==> config.mk <==
export PLATFORM = sky130hd
export DESIGN_NAME = writeback_unit
export DESIGN_NICKNAME = d
export VERILOG_FILES = /design/src/rtl/writeback_unit_pkg.sv /design/src/rtl/writeback_queue.sv /design/src/rtl/writeback_unit.sv
export SDC_FILE = /design/constraint.sdc
export NUM_CORES = 1
export LEC_CHECK = 0
export ABC_AREA = 0
export CELL_PAD_IN_SITES_DETAIL_PLACEMENT = 2
export CELL_PAD_IN_SITES_GLOBAL_PLACEMENT = 2
export CORE_MARGIN = 10
export CORE_UTILIZATION = 35
export DETAILED_ROUTE_END_ITERATION = 10
export HOLD_SLACK_MARGIN = 0.08
export PLACE_DENSITY = 0.84
export SLEW_MARGIN = 15
export SYNTH_ARGS = -nofsm -noshare
export SYNTH_HDL_FRONTEND = slang
export SYNTH_SLANG_ARGS = --single-unit
export TNS_END_PERCENT = 1
==> constraint.sdc <==
create_clock -name clock -period 4.11 [get_ports clock]
set_input_delay 0.6165 -clock clock [delete_from_list [all_inputs] [get_ports clock]]
set_output_delay 0.6165 -clock clock [all_outputs]
set_load 0.005 [all_outputs]
==> src/rtl/writeback_unit_pkg.sv <==
// Shared Risky architecture constants plus the writeback arbitration source encoding.
// WB_QUEUE_DEPTH is the default load holding depth used by writeback_unit.
package writeback_unit_pkg;

    localparam int NUMBER_OF_GPRS = 32;
    localparam int DATA_SIZE      = 32;
    localparam int GPR_SIZE       = $clog2(NUMBER_OF_GPRS);
    localparam int WB_QUEUE_DEPTH = 4;

    typedef enum logic [1:0] {
        WB_SRC_NONE,
        WB_SRC_ALU,
        WB_SRC_QUEUE,
        WB_SRC_LOAD
    } wb_source_e;

endpackage

==> src/rtl/writeback_queue.sv <==
// In-order holding queue for load results that lost arbitration to an ALU write.
// Entries carry a valid bit so a younger ALU write can kill them in place without reordering.
module writeback_queue
    import writeback_unit_pkg::*;
#(
    parameter int DATA_SIZE = writeback_unit_pkg::DATA_SIZE,
    parameter int GPR_SIZE  = writeback_unit_pkg::GPR_SIZE,
    parameter int DEPTH     = writeback_unit_pkg::WB_QUEUE_DEPTH,
    localparam int PTR_W    = $clog2(DEPTH),
    localparam int CNT_W    = PTR_W + 1
) (
    input  logic                             clock,
    input  logic                             reset,
    input  logic                             push,
    input  logic [GPR_SIZE-1:0]              push_address,
    input  logic [DATA_SIZE-1:0]             push_data,
    input  logic                             pop,
    input  logic                             kill_valid,
    input  logic [GPR_SIZE-1:0]              kill_address,
    output logic                             head_valid,
    output logic [GPR_SIZE-1:0]              head_address,
    output logic [DATA_SIZE-1:0]             head_data,
    output logic [CNT_W-1:0]                 count,
    output logic [PTR_W-1:0]                 head_pointer,
    output logic [DEPTH-1:0]                 entry_valid,
    output logic [DEPTH-1:0][GPR_SIZE-1:0]   entry_address,
    output logic [DEPTH-1:0][DATA_SIZE-1:0]  entry_data
);

    logic [DEPTH-1:0]                valid_q, valid_d;
    logic [DEPTH-1:0][GPR_SIZE-1:0]  address_q, address_d;
    logic [DEPTH-1:0][DATA_SIZE-1:0] data_q, data_d;
    logic [PTR_W-1:0]                head_q, head_d;
    logic [PTR_W-1:0]                tail_q, tail_d;
    logic [CNT_W-1:0]                count_q, count_d;

    // Kill is applied before push so a same-cycle push is never cleared by it.
    always_comb begin
        valid_d   = valid_q;
        address_d = address_q;
        data_d    = data_q;
        head_d    = head_q;
        tail_d    = tail_q;
        count_d   = count_q;

        if (kill_valid) begin
            for (int i = 0; i < DEPTH; i++) begin
                if (address_q[i] == kill_address) begin
                    valid_d[i] = 1'b0;
                end
            end
        end

        if (pop) begin
            valid_d[head_q] = 1'b0;
            head_d          = head_q + PTR_W'(1);
        end

        if (push) begin
            valid_d[tail_q]   = 1'b1;
            address_d[tail_q] = push_address;
            data_d[tail_q]    = push_data;
            tail_d            = tail_q + PTR_W'(1);
        end

        if (push && !pop) begin
            count_d = count_q + CNT_W'(1);
        end else if (!push && pop) begin
            count_d = count_q - CNT_W'(1);
        end
    end

    always_ff @(posedge clock) begin
        if (reset) begin
            valid_q <= '0;
            head_q  <= '0;
            tail_q  <= '0;
            count_q <= '0;
        end else begin
            valid_q <= valid_d;
            head_q  <= head_d;
            tail_q  <= tail_d;
            count_q <= count_d;
        end
    end

    // Payload needs no reset: it is only observed through its valid bit.
    always_ff @(posedge clock) begin
        address_q <= address_d;
        data_q    <= data_d;
    end

    assign head_valid    = valid_q[head_q];
    assign head_address  = address_q[head_q];
    assign head_data     = data_q[head_q];
    assign count         = count_q;
    assign head_pointer  = head_q;
    assign entry_valid   = valid_q;
    assign entry_address = address_q;
    assign entry_data    = data_q;

endmodule

==> src/rtl/writeback_unit.sv <==
// Register-file write-port driver merging ALU results and load responses, queueing colliding loads.
// Define WRITEBACK_BYPASS_EN to build the pending-value lookup for decode; otherwise query outputs are 0.
module writeback_unit
    import writeback_unit_pkg::*;
#(
    parameter int DATA_SIZE   = writeback_unit_pkg::DATA_SIZE,
    parameter int GPR_SIZE    = writeback_unit_pkg::GPR_SIZE,
    parameter int QUEUE_DEPTH = writeback_unit_pkg::WB_QUEUE_DEPTH
) (
    input  logic                 clock,
    input  logic                 reset,
    input  logic                 alu_valid,
    input  logic [GPR_SIZE-1:0]  alu_address,
    input  logic [DATA_SIZE-1:0] alu_data,
    input  logic                 load_valid,
    output logic                 load_ready,
    input  logic [GPR_SIZE-1:0]  load_address,
    input  logic [DATA_SIZE-1:0] load_data,
    output logic                 write_enable,
    output logic [GPR_SIZE-1:0]  write_address,
    output logic [DATA_SIZE-1:0] write_data,
    output logic                 pending,
    input  logic [GPR_SIZE-1:0]  query0_address,
    input  logic [GPR_SIZE-1:0]  query1_address,
    output logic                 query0_hit,
    output logic                 query1_hit,
    output logic [DATA_SIZE-1:0] query0_data,
    output logic [DATA_SIZE-1:0] query1_data
);

    localparam int PTR_W = $clog2(QUEUE_DEPTH);
    localparam int CNT_W = PTR_W + 1;

    logic                                  alu_write;
    logic                                  load_take;
    logic                                  load_ready_int;
    logic                                  queue_push;
    logic                                  queue_pop;
    wb_source_e                            source;

    logic                                  head_valid;
    logic [GPR_SIZE-1:0]                   head_address;
    logic [DATA_SIZE-1:0]                  head_data;
    logic [CNT_W-1:0]                      queue_count;
    logic [PTR_W-1:0]                      queue_head;
    logic [QUEUE_DEPTH-1:0]                entry_valid;
    logic [QUEUE_DEPTH-1:0][GPR_SIZE-1:0]  entry_address;
    logic [QUEUE_DEPTH-1:0][DATA_SIZE-1:0] entry_data;

    logic                                  write_enable_q, write_enable_d;
    logic [GPR_SIZE-1:0]                   write_address_q, write_address_d;
    logic [DATA_SIZE-1:0]                  write_data_q, write_data_d;

    assign load_ready_int = !reset && (queue_count < CNT_W'(QUEUE_DEPTH));

    // A same-cycle load to the ALU's register is older than the ALU result, so it is dropped.
    always_comb begin
        alu_write  = alu_valid && (alu_address != '0);
        load_take  = load_valid && load_ready_int && (load_address != '0)
                     && !(alu_write && (load_address == alu_address));
        source     = WB_SRC_NONE;
        queue_push = 1'b0;
        queue_pop  = 1'b0;

        if (alu_write) begin
            source     = WB_SRC_ALU;
            queue_push = load_take;
        end else if (queue_count != '0) begin
            source     = WB_SRC_QUEUE;
            queue_pop  = 1'b1;
            queue_push = load_take;
        end else if (load_take) begin
            source     = WB_SRC_LOAD;
        end
    end

    always_comb begin
        write_enable_d  = 1'b0;
        write_address_d = '0;
        write_data_d    = '0;

        case (source)
            WB_SRC_ALU: begin
                write_enable_d  = 1'b1;
                write_address_d = alu_address;
                write_data_d    = alu_data;
            end
            WB_SRC_QUEUE: begin
                if (head_valid) begin
                    write_enable_d  = 1'b1;
                    write_address_d = head_address;
                    write_data_d    = head_data;
                end
            end
            WB_SRC_LOAD: begin
                write_enable_d  = 1'b1;
                write_address_d = load_address;
                write_data_d    = load_data;
            end
            default: begin
                write_enable_d  = 1'b0;
            end
        endcase
    end

    always_ff @(posedge clock) begin
        if (reset) begin
            write_enable_q  <= 1'b0;
            write_address_q <= '0;
            write_data_q    <= '0;
        end else begin
            write_enable_q  <= write_enable_d;
            write_address_q <= write_address_d;
            write_data_q    <= write_data_d;
        end
    end

    writeback_queue #(
        .DATA_SIZE (DATA_SIZE),
        .GPR_SIZE  (GPR_SIZE),
        .DEPTH     (QUEUE_DEPTH)
    ) u_queue (
        .clock         (clock),
        .reset         (reset),
        .push          (queue_push),
        .push_address  (load_address),
        .push_data     (load_data),
        .pop           (queue_pop),
        .kill_valid    (alu_write),
        .kill_address  (alu_address),
        .head_valid    (head_valid),
        .head_address  (head_address),
        .head_data     (head_data),
        .count         (queue_count),
        .head_pointer  (queue_head),
        .entry_valid   (entry_valid),
        .entry_address (entry_address),
        .entry_data    (entry_data)
    );

    assign load_ready    = load_ready_int;
    assign write_enable  = write_enable_q;
    assign write_address = write_address_q;
    assign write_data    = write_data_q;
    assign pending       = (queue_count != '0) || write_enable_q;

`ifdef WRITEBACK_BYPASS_EN
    // Queue scanned oldest to youngest so later matches overwrite; the write stage has final say.
    function automatic logic [DATA_SIZE:0] lookup(
        input logic [GPR_SIZE-1:0]                   query,
        input logic                                  stage_valid,
        input logic [GPR_SIZE-1:0]                   stage_address,
        input logic [DATA_SIZE-1:0]                  stage_data,
        input logic [PTR_W-1:0]                      head,
        input logic [QUEUE_DEPTH-1:0]                valid,
        input logic [QUEUE_DEPTH-1:0][GPR_SIZE-1:0]  address,
        input logic [QUEUE_DEPTH-1:0][DATA_SIZE-1:0] data
    );
        logic                 hit;
        logic [DATA_SIZE-1:0] value;
        logic [PTR_W-1:0]     index;
        hit   = 1'b0;
        value = '0;
        if (query != '0) begin
            for (int i = 0; i < QUEUE_DEPTH; i++) begin
                index = head + PTR_W'(i);
                if (valid[index] && (address[index] == query)) begin
                    hit   = 1'b1;
                    value = data[index];
                end
            end
            if (stage_valid && (stage_address == query)) begin
                hit   = 1'b1;
                value = stage_data;
            end
        end
        return {hit, value};
    endfunction

    always_comb begin
        {query0_hit, query0_data} = lookup(query0_address, write_enable_q, write_address_q,
                                           write_data_q, queue_head, entry_valid,
                                           entry_address, entry_data);
        {query1_hit, query1_data} = lookup(query1_address, write_enable_q, write_address_q,
                                           write_data_q, queue_head, entry_valid,
                                           entry_address, entry_data);
    end
`else
    logic unused_bypass;
    assign unused_bypass = ^{query0_address, query1_address, queue_head,
                             entry_valid, entry_address, entry_data};
    assign query0_hit  = 1'b0;
    assign query1_hit  = 1'b0;
    assign query0_data = '0;
    assign query1_data = '0;
`endif

endmodule

# Word level (Yosys, flattened, before mapping)
# Cells that the tools add are included.
dict set report classes {
  add_sub_neg 4
  order_cmp 5
  n_eq_ne 8
  n_mux 38
  n_bitwise 3
  reduce_logical 20
}
# cell count
set ops {}
lappend ops {{$bwmux W128} 1}
lappend ops {{$mux W32} 3}
lappend ops {{$pmux W32 S3} 1}
lappend ops {{$bmux W32 S2} 1}
lappend ops {{$demux W32 S2} 1}
lappend ops {{$eq A5 B5 Y1} 5}
lappend ops {{$bwmux W20} 1}
lappend ops {{$mux W5} 3}
lappend ops {{$pmux W5 S3} 1}
lappend ops {{$mux W1} 12}
lappend ops {{$mux W4} 3}
lappend ops {{$bmux W5 S2} 1}
lappend ops {{$demux W5 S2} 1}
lappend ops {{$logic_and A1 B1 Y1} 10}
lappend ops {{$reduce_bool A5 Y1} 2}
lappend ops {{$lt A2 B3 Y1 const B} 2}
lappend ops {{$mux W2} 3}
lappend ops {{$mux W3} 2}
lappend ops {{$add A2 B1 Y2 const B} 2}
lappend ops {{$and A4 B4 Y4} 1}
lappend ops {{$demux W1 S2} 2}
lappend ops {{$eq A2 B2 Y1 const B} 2}
lappend ops {{$ge A2 B1 Y1 const B} 2}
lappend ops {{$logic_not A1 Y1} 4}
lappend ops {{other kinds (12)} 12}
dict set report totals {
  regBits 197
  output_inout_bits 106
  word_cells 93
}

# Longest topological paths before layout
# Gate-level depths: netlist (run 1).
dict set report depth {
  depth_word 11
  depth_mapped 11
  mapped_depth_nobuf 10
}

# By module
# Synthesis (run 1) repeated with hierarchy kept, for this count alone.
dict set report unflattened {
  hier_cells 585
  area_unflattened_um2 8514.4
}
# mod instances cells_per_inst area_each_um2 seq_area_each_um2
set modules_own_cells {}
lappend modules_own_cells {writeback_queue 1 284 6208.5 4664.5}
lappend modules_own_cells {writeback_unit 1 301 2306.0 760.7}

# Worst setup path after synthesis (run 1)
# OpenSTA, ideal clock, no wires.
dict set report synth_path {
  path_type {input to register}
  from {input alu_address[2]}
  to {register u_queue.address_q, in the netlist u_queue.entry_address[0], enable pin}
  setup_ps 399
  arrival_time_ps 2758
  t_required_ps 3711
  slack_ps 954
  cell_stages 5
  n_path_buf 1
  cell_sequence {buf_4 or4_4 o21ai_4 o41a_1 and3_1}
}
dict set report synth_between {
  elab_chain_len 7
  elab_cells_between_ends 8
}
# element line
set synth_lines {}
lappend synth_lines {{start: declaration} writeback_unit.sv:13} ;# input logic [GPR_SIZE-1:0] alu_address,
lappend synth_lines {{$reduce_bool A5 Y1} writeback_unit.sv:58} ;# alu_write = alu_valid && (alu_address != '0);
lappend synth_lines {{$logic_and A1 B1 Y1} writeback_unit.sv:58}
lappend synth_lines {{$logic_and A1 B1 Y1} writeback_unit.sv:60} ;# && !(alu_write && (load_address == alu_address));
lappend synth_lines {{$logic_not A1 Y1} writeback_unit.sv:60}
lappend synth_lines {{$logic_and A1 B1 Y1} writeback_unit.sv:60}
lappend synth_lines {{$mux W1} writeback_unit.sv:68} ;# end else if (queue_count != '0) begin
lappend synth_lines {{$mux W1 (*)} writeback_unit.sv:65} ;# if (alu_write) begin
lappend synth_lines {{end signal: assignment} writeback_queue.sv:89} ;# address_q <= address_d;
lappend synth_lines {{end: declaration} writeback_queue.sv:31} ;# logic [DEPTH-1:0][GPR_SIZE-1:0] address_q, address_d;
# Every way passes the cells marked *; elsewhere a longest branch is shown, timed or not.
# A chain may end at the register's enable or synchronous reset.

# Worst setup path after layout (run 1)
dict set report layout_path {
  from {input alu_address[1]}
  to {register u_queue.address_q, in the netlist u_queue.entry_address[17], enable pin}
}
# Same word-level chain as after synthesis.

==> results.json, run 1 <==
{
  "status": "complete, no violations",
  "multi_input_area_um2": 2743,
  "critPathMaxFanout": 21,
  "clockRootBuffer": "clkbuf_16",
  "layout_common_cells": "148 x edfxtp_1, 117 x clkdlybuf4s50_1, 66 x conb_1",
  "synth_edf_count": 148,
  "max_freq_mhz": 321.1,
  "clk_path_buf_depth": 2,
  "grt_pass1_vias": 5801,
  "ys.flop_type": "edfxtp_1",
  "finalInstanceArea_um2": 10550,
  "p_per_area_nw_per_um2": 501.6,
  "hp-class": "reg2reg",
  "track_usage": 0.1510,
  "cap_violations": 0,
  "start_kind": "input port",
  "critPathBufInv": 3,
  "die_h_um": 177.1,
  "mostFrequentLayoutCell": "edfxtp_1",
  "cts_sinks": 197,
  "dp_hpwl_um": 16530,
  "synth_area_leaders": "edfxtp_1 51%, dfxtp_1 11%, mux4_2 9.9%, buf_4 6.3%, a22oi_2 4.3%",
  "synth_area_um2": 8635,
  "clk_pin_slew_ns": 0.07,
  "worstPathCellList": "clkdlybuf4s50_1, or4_4, o21ai_4, buf_4, o41a_1, and3_2, buf_4",
  "rows": 57,
  "dpl-instance-area_um2": 9970,
  "crit_arrival_ns": 3.23,
  "crit_path_frequent_cell": "buf_4",
  "drive_above_1_share": 0.2395,
  "fillers": 2368,
  "path_class": "in2reg",
  "grt_antenna_before_repair": 0,
  "insertion_delay_ns": 0.43,
  "hold_violations": 0,
  "cts_setup_buffers": 0,
  "drt_wl_total_um": 23800,
  "max_stage_delay_ns": 0.65,
  "globalplace.congestion": 0.7491,
  "yosysTopAreaCellShare": 0.5147,
  "ir_drop_v": 0.0002625,
  "nNetsFinal": 774,
  "routedWlPerCell_um": 23.50,
  "synth_top_area_cell": "edfxtp_1",
  "drc": 0,
  "htree_levels": 4,
  "utilization": 0.4339,
  "fin_cells": 1013,
  "synth-warning-count": 0,
  "syn_inst": 549,
  "insertedDiodeCount": 0,
  "antenna_left": 0,
  "synth_cell_types": 40,
  "grt_pass1_wl_um": 35980,
  "final_max_slew_viol_count": 0,
  "dieArea_um2": 31350,
  "fin_skew_ns": 0.01641,
  "seq_area_frac_synth": 0.6283,
  "cts_made_buffers": 17,
  "cts_resized": 0,
  "power.leakage_nw": 3.480,
  "dr.pass1.iters": 4,
  "slowest_stage": "and3_2",
  "maxSlewHeadroom": 0.4575,
  "endpoint_kind": "flip-flop",
  "synth_seq_cells": 197,
  "portBuffers": 117,
  "holdBufCountCts": 0,
  "required_ns": 4.22,
  "core-area_um2": 24320,
  "path_delay_family": "simple AND/OR/NAND/NOR gates",
  "overflow": 0,
  "io_pins": 194,
  "power_mw": 5.293,
  "worst_slew_pin_slew_ns": 0.8138,
  "seq_area_um2": 5430,
  "drtIter0Drc": 278,
  "period_share": 0.7577,
  "grt_max_degree": 42,
  "setup_tns_ns": 0,
  "die_w_um": 177.1,
  "syn_to_final_growth_pct": 22.20,
  "syn_area_per_cell_um2": 15.73,
  "final-setup-viol-count": 0,
  "async_reset_ff_frac": 0,
  "routed-via-count": 4973,
  "cts_tree": "built",
  "initial_core_util": 0.3550,
  "dpl.cell_count": 981,
  "fin_crit_ns": 3.114,
  "vias_per_cell": 4.909,
  "rsz0062_at_grt": "false"
}
-- state kept, by name, summed over array words and instances, names as in the netlist --
name	count
write_data	32
u_queue.entry_valid	4
write_address	5
u_queue.entry_address	20
u_queue.count	3
write_enable	1
u_queue.head_pointer	2
u_queue.tail_q	2
u_queue.entry_data	128
-- per-stage QoR --
step	hold WS [ns]	setup slack, ns
global placement	0.4728	0.6398
global route	0.5474	0.8805
detailed placement	0.4852	0.5361
floorplan	0.4602	0.9536
finish	0.5052	0.9957
CTS	0.5063	0.9899
-- power breakdown --
part / leakage, nW / internal, mW / switching (mW)
combinational: 1.45 / 0.623 / 0.649
clock: 0.286 / 0.873 / 0.790
sequential: 1.74 / 2.29 / 0.0635
-- cell families (layout without fill, tap and decap cells) --
logic type	after synthesis	in the layout	synth area share
xor gates and xnor gates	28	28	0.02840
adders and majority gates	10	10	0.01536
other	1	66	0.0004343
AOI/OAI and AO/OA	91	91	0.09984
DFF	197	197	0.6283
and+or+nand+nor	80	80	0.04231
muxes	39	39	0.1003
buffers and inverters	103	178	0.08506
-- worst paths after layout --
check	cells after the start	slack (ns)	end	startpoint
worst min-delay path	1	0.51	u_queue.entry_valid[3]	u_queue.entry_valid[3]
worst max-delay path	7	1.0	u_queue.entry_address[17]	alu_address[1]
worst min register to register	1	0.51	u_queue.entry_valid[3]	u_queue.entry_valid[3]
worst max register to register	5	1.48	u_queue.entry_address[17]	u_queue.count[2]
-- per-layer routing --
layer	GRT usage	routed length, um
met5	0	0
met4	0.04413	427
met3	0.03691	1564
met2	0.2773	12550
met1	0.1686	9267
-- final cells by class --
| class | count | area share |
|---|---|---|
| Sequential cell | 197 | 0.5146 |
| Multi-Input combinational cell | 314 | 0.2599 |
| Timing Repair Buffer | 140 | 0.1297 |
| Clock buffer | 18 | 0.04162 |
| Tap cell | 324 | 0.03842 |
| Clock inverter | 14 | 0.01352 |
| Inverter | 6 | 0.002134 |
-- cell usage after synthesis (6+ instances only) --
| master | number |
|---|---|
| a21oi_1 | 10 |
| dfxtp_1 | 49 |
| mux4_2 | 38 |
| buf_2 | 8 |
| nand2_1 | 42 |
| xor2_1 | 15 |
| ha_1 | 9 |
| buf_4 | 73 |
| edfxtp_1 | 148 |
| nor2_1 | 10 |
| nand3_1 | 7 |
| xnor2_1 | 13 |
| inv_1 | 6 |
| a22oi_1 | 7 |
| a21oi_2 | 30 |
| clkbuf_1 | 9 |
| a22oi_2 | 30 |
-- worst register-to-register path, cell delays in order (launching register included) --
cell and delay (ns):
dfxtp_1 0.35, nor2_1 0.26, nand2_1 0.13, nor2_1 0.49
and3_2 0.74, buf_4 0.34
(Power assumes the default switching activity.)
==> inputs of run 2 (changes only) <==
==> constraint.sdc (replaced) <==
create_clock -name clock -period 2.98 [get_ports clock]
set_input_delay 0.447 -clock clock [delete_from_list [all_inputs] [get_ports clock]]
set_output_delay 0.447 -clock clock [all_outputs]
set_load 0.005 [all_outputs]
==> run 2 against run 1 <==
- global-route usage up 0.24 points
- core utilization increased by 1.3 points
- critical path depth grew 4
- final cell count grew 2.1%
- flip-flop and latch count unchanged
- clock power is 39% higher
- first-iteration DRC count down 19%
- combinational power rose by 43%
- non-clock buffer count increased by 21
- register-to-register slack lost 1.0 ns
- critical endpoint is now u_queue.count[2]
==> results.json, run 2 (synthesis results as in run 1) <==
{
  "dr.pass1.iters": 4,
  "final-setup-viol-count": 0,
  "fin_cells": 1034,
  "syn_to_final_growth_pct": 25.88,
  "cts_setup_buffers": 0,
  "insertion_delay_ns": 0.43,
  "dp_hpwl_um": 16830,
  "p_per_area_nw_per_um2": 685.7,
  "initial_core_util": 0.3550,
  "overflow": 0,
  "clk_pin_slew_ns": 0.07,
  "cap_violations": 0,
  "final_max_slew_viol_count": 0,
  "setup_tns_ns": 0,
  "cts_sinks": 197,
  "max_stage_delay_ns": 0.59,
  "critPathMaxFanout": 2,
  "status": "complete, no violations",
  "nNetsFinal": 795,
  "fin_skew_ns": 0.01396,
  "power_mw": 7.453,
  "grt_pass1_wl_um": 36560,
  "grt_antenna_before_repair": 0,
  "insertedDiodeCount": 0,
  "cts_made_buffers": 17,
  "worst_slew_pin_slew_ns": 0.6446,
  "cts_tree": "built",
  "path_class": "in2reg",
  "utilization": 0.4469,
  "mostFrequentLayoutCell": "edfxtp_1",
  "routedWlPerCell_um": 23.52,
  "max_freq_mhz": 341.4,
  "crit_path_start": "alu_address[3]",
  "power.leakage_nw": 3.631,
  "drc": 0,
  "grt_pass1_vias": 5879,
  "min_from": "u_queue.entry_valid[0]",
  "fin_crit_ns": 2.929,
  "grt_max_degree": 42,
  "multi_input_area_um2": 2756,
  "hp-class": "reg2reg",
  "r2r_start": "u_queue.count[0]",
  "clockRootBuffer": "clkbuf_16",
  "start_kind": "input port",
  "core-area_um2": 24320,
  "vias_per_cell": 4.923,
  "die_w_um": 177.1,
  "track_usage": 0.1534,
  "required_ns": 3.34,
  "globalplace.congestion": 0.8359,
  "dpl.cell_count": 1002,
  "place_ws_ns": -0.3668,
  "drive_above_1_share": 0.2662,
  "crit_arrival_ns": 3.29,
  "rows": 57,
  "die_h_um": 177.1,
  "htree_levels": 4,
  "io_pins": 194,
  "fin_ws_ns": 0.05076,
  "dieArea_um2": 31350,
  "hold_violations": 0,
  "routed-via-count": 5090,
  "maxSlewHeadroom": 0.5703,
  "drtIter0Drc": 226,
  "antenna_left": 0,
  "ir_drop_v": 0.0003264,
  "period_share": 0.9830,
  "portBuffers": 117,
  "worstPathCellList": "clkdlybuf4s50_1, or4_4, o21ai_4, o41ai_2, nor2_1, ha_2, inv_1, fa_1, xor2_1, or3_1, a21oi_2",
  "layout_common_cells": "148 x edfxtp_1, 117 x clkdlybuf4s50_1, 66 x conb_1",
  "slowest_stage": "or4_4",
  "fillers": 2362,
  "drt_wl_total_um": 24320,
  "clk_path_buf_depth": 2,
  "endpoint_kind": "flip-flop",
  "largest_reg_flops": 128,
  "seq_area_um2": 5430
}
-- run 2: worst paths after layout --
| path | endpoint | slack, ns | cells after the start |
|---|---|---|---|
| worst max-delay path | u_queue.count[2] | 0.05 | 11 |
| worst min-delay path | u_queue.entry_valid[0] | 0.52 | 1 |
| worst max register to register | u_queue.count[2] | 0.48 | 10 |
| worst min register to register | u_queue.entry_valid[0] | 0.52 | 1 |
-- run 2: timing repair --
| action | in CTS | in global routing |
|---|---|---|
| endpoints found under the setup margin | 0 | 1 |
| hold buffers | 0 | 0 |
| endpoints found under the hold margin | 0 | 0 |
| resized for setup | 0 | 3 |
-- run 2: per-layer routing --
metal	vias up	global-route usage	share of wire
met5	-	0	0
met4	0	0.04483	0.016
met3	29	0.03840	0.065
met2	178	0.2720	0.52
met1	2633	0.1789	0.40
li1	2250	-	-
-- run 2: area by class of cell --
| class | count | area share |
|---|---|---|
| Timing Repair Buffer | 161 | 0.1531 |
| Inverter | 6 | 0.002072 |
| Multi-Input combinational cell | 314 | 0.2536 |
| Clock buffer | 18 | 0.03948 |
| Clock inverter | 14 | 0.01485 |
| Sequential cell | 197 | 0.4996 |
| Tap cell | 324 | 0.03730 |
-- run 2: critical path, delay by kind of cell --
family                     cells  cell delay (ns)
and+or+nand+nor                3             1.12
AOI/OAI and AO/OA              3             0.43
xor gates and xnor gates       1             0.19
adders and majority gates      2             0.62
buffers and inverters          2             0.49
-- run 2: power by group --
part	switching, mW	total, mW	internal (mW)
sequential	0.163	3.33	3.16
clock	1.11	2.31	1.20
combinational	0.869	1.82	0.951
-- run 2: stage by stage --
stage | cell area [um^2] | hold WS, ns
floorplan | 8880 | 0.4602
global placement | 10260 | 0.4732
detailed placement | 10260 | 0.4985
CTS | 10860 | 0.5191
global route | 10870 | 0.5462
finish | 10870 | 0.5233
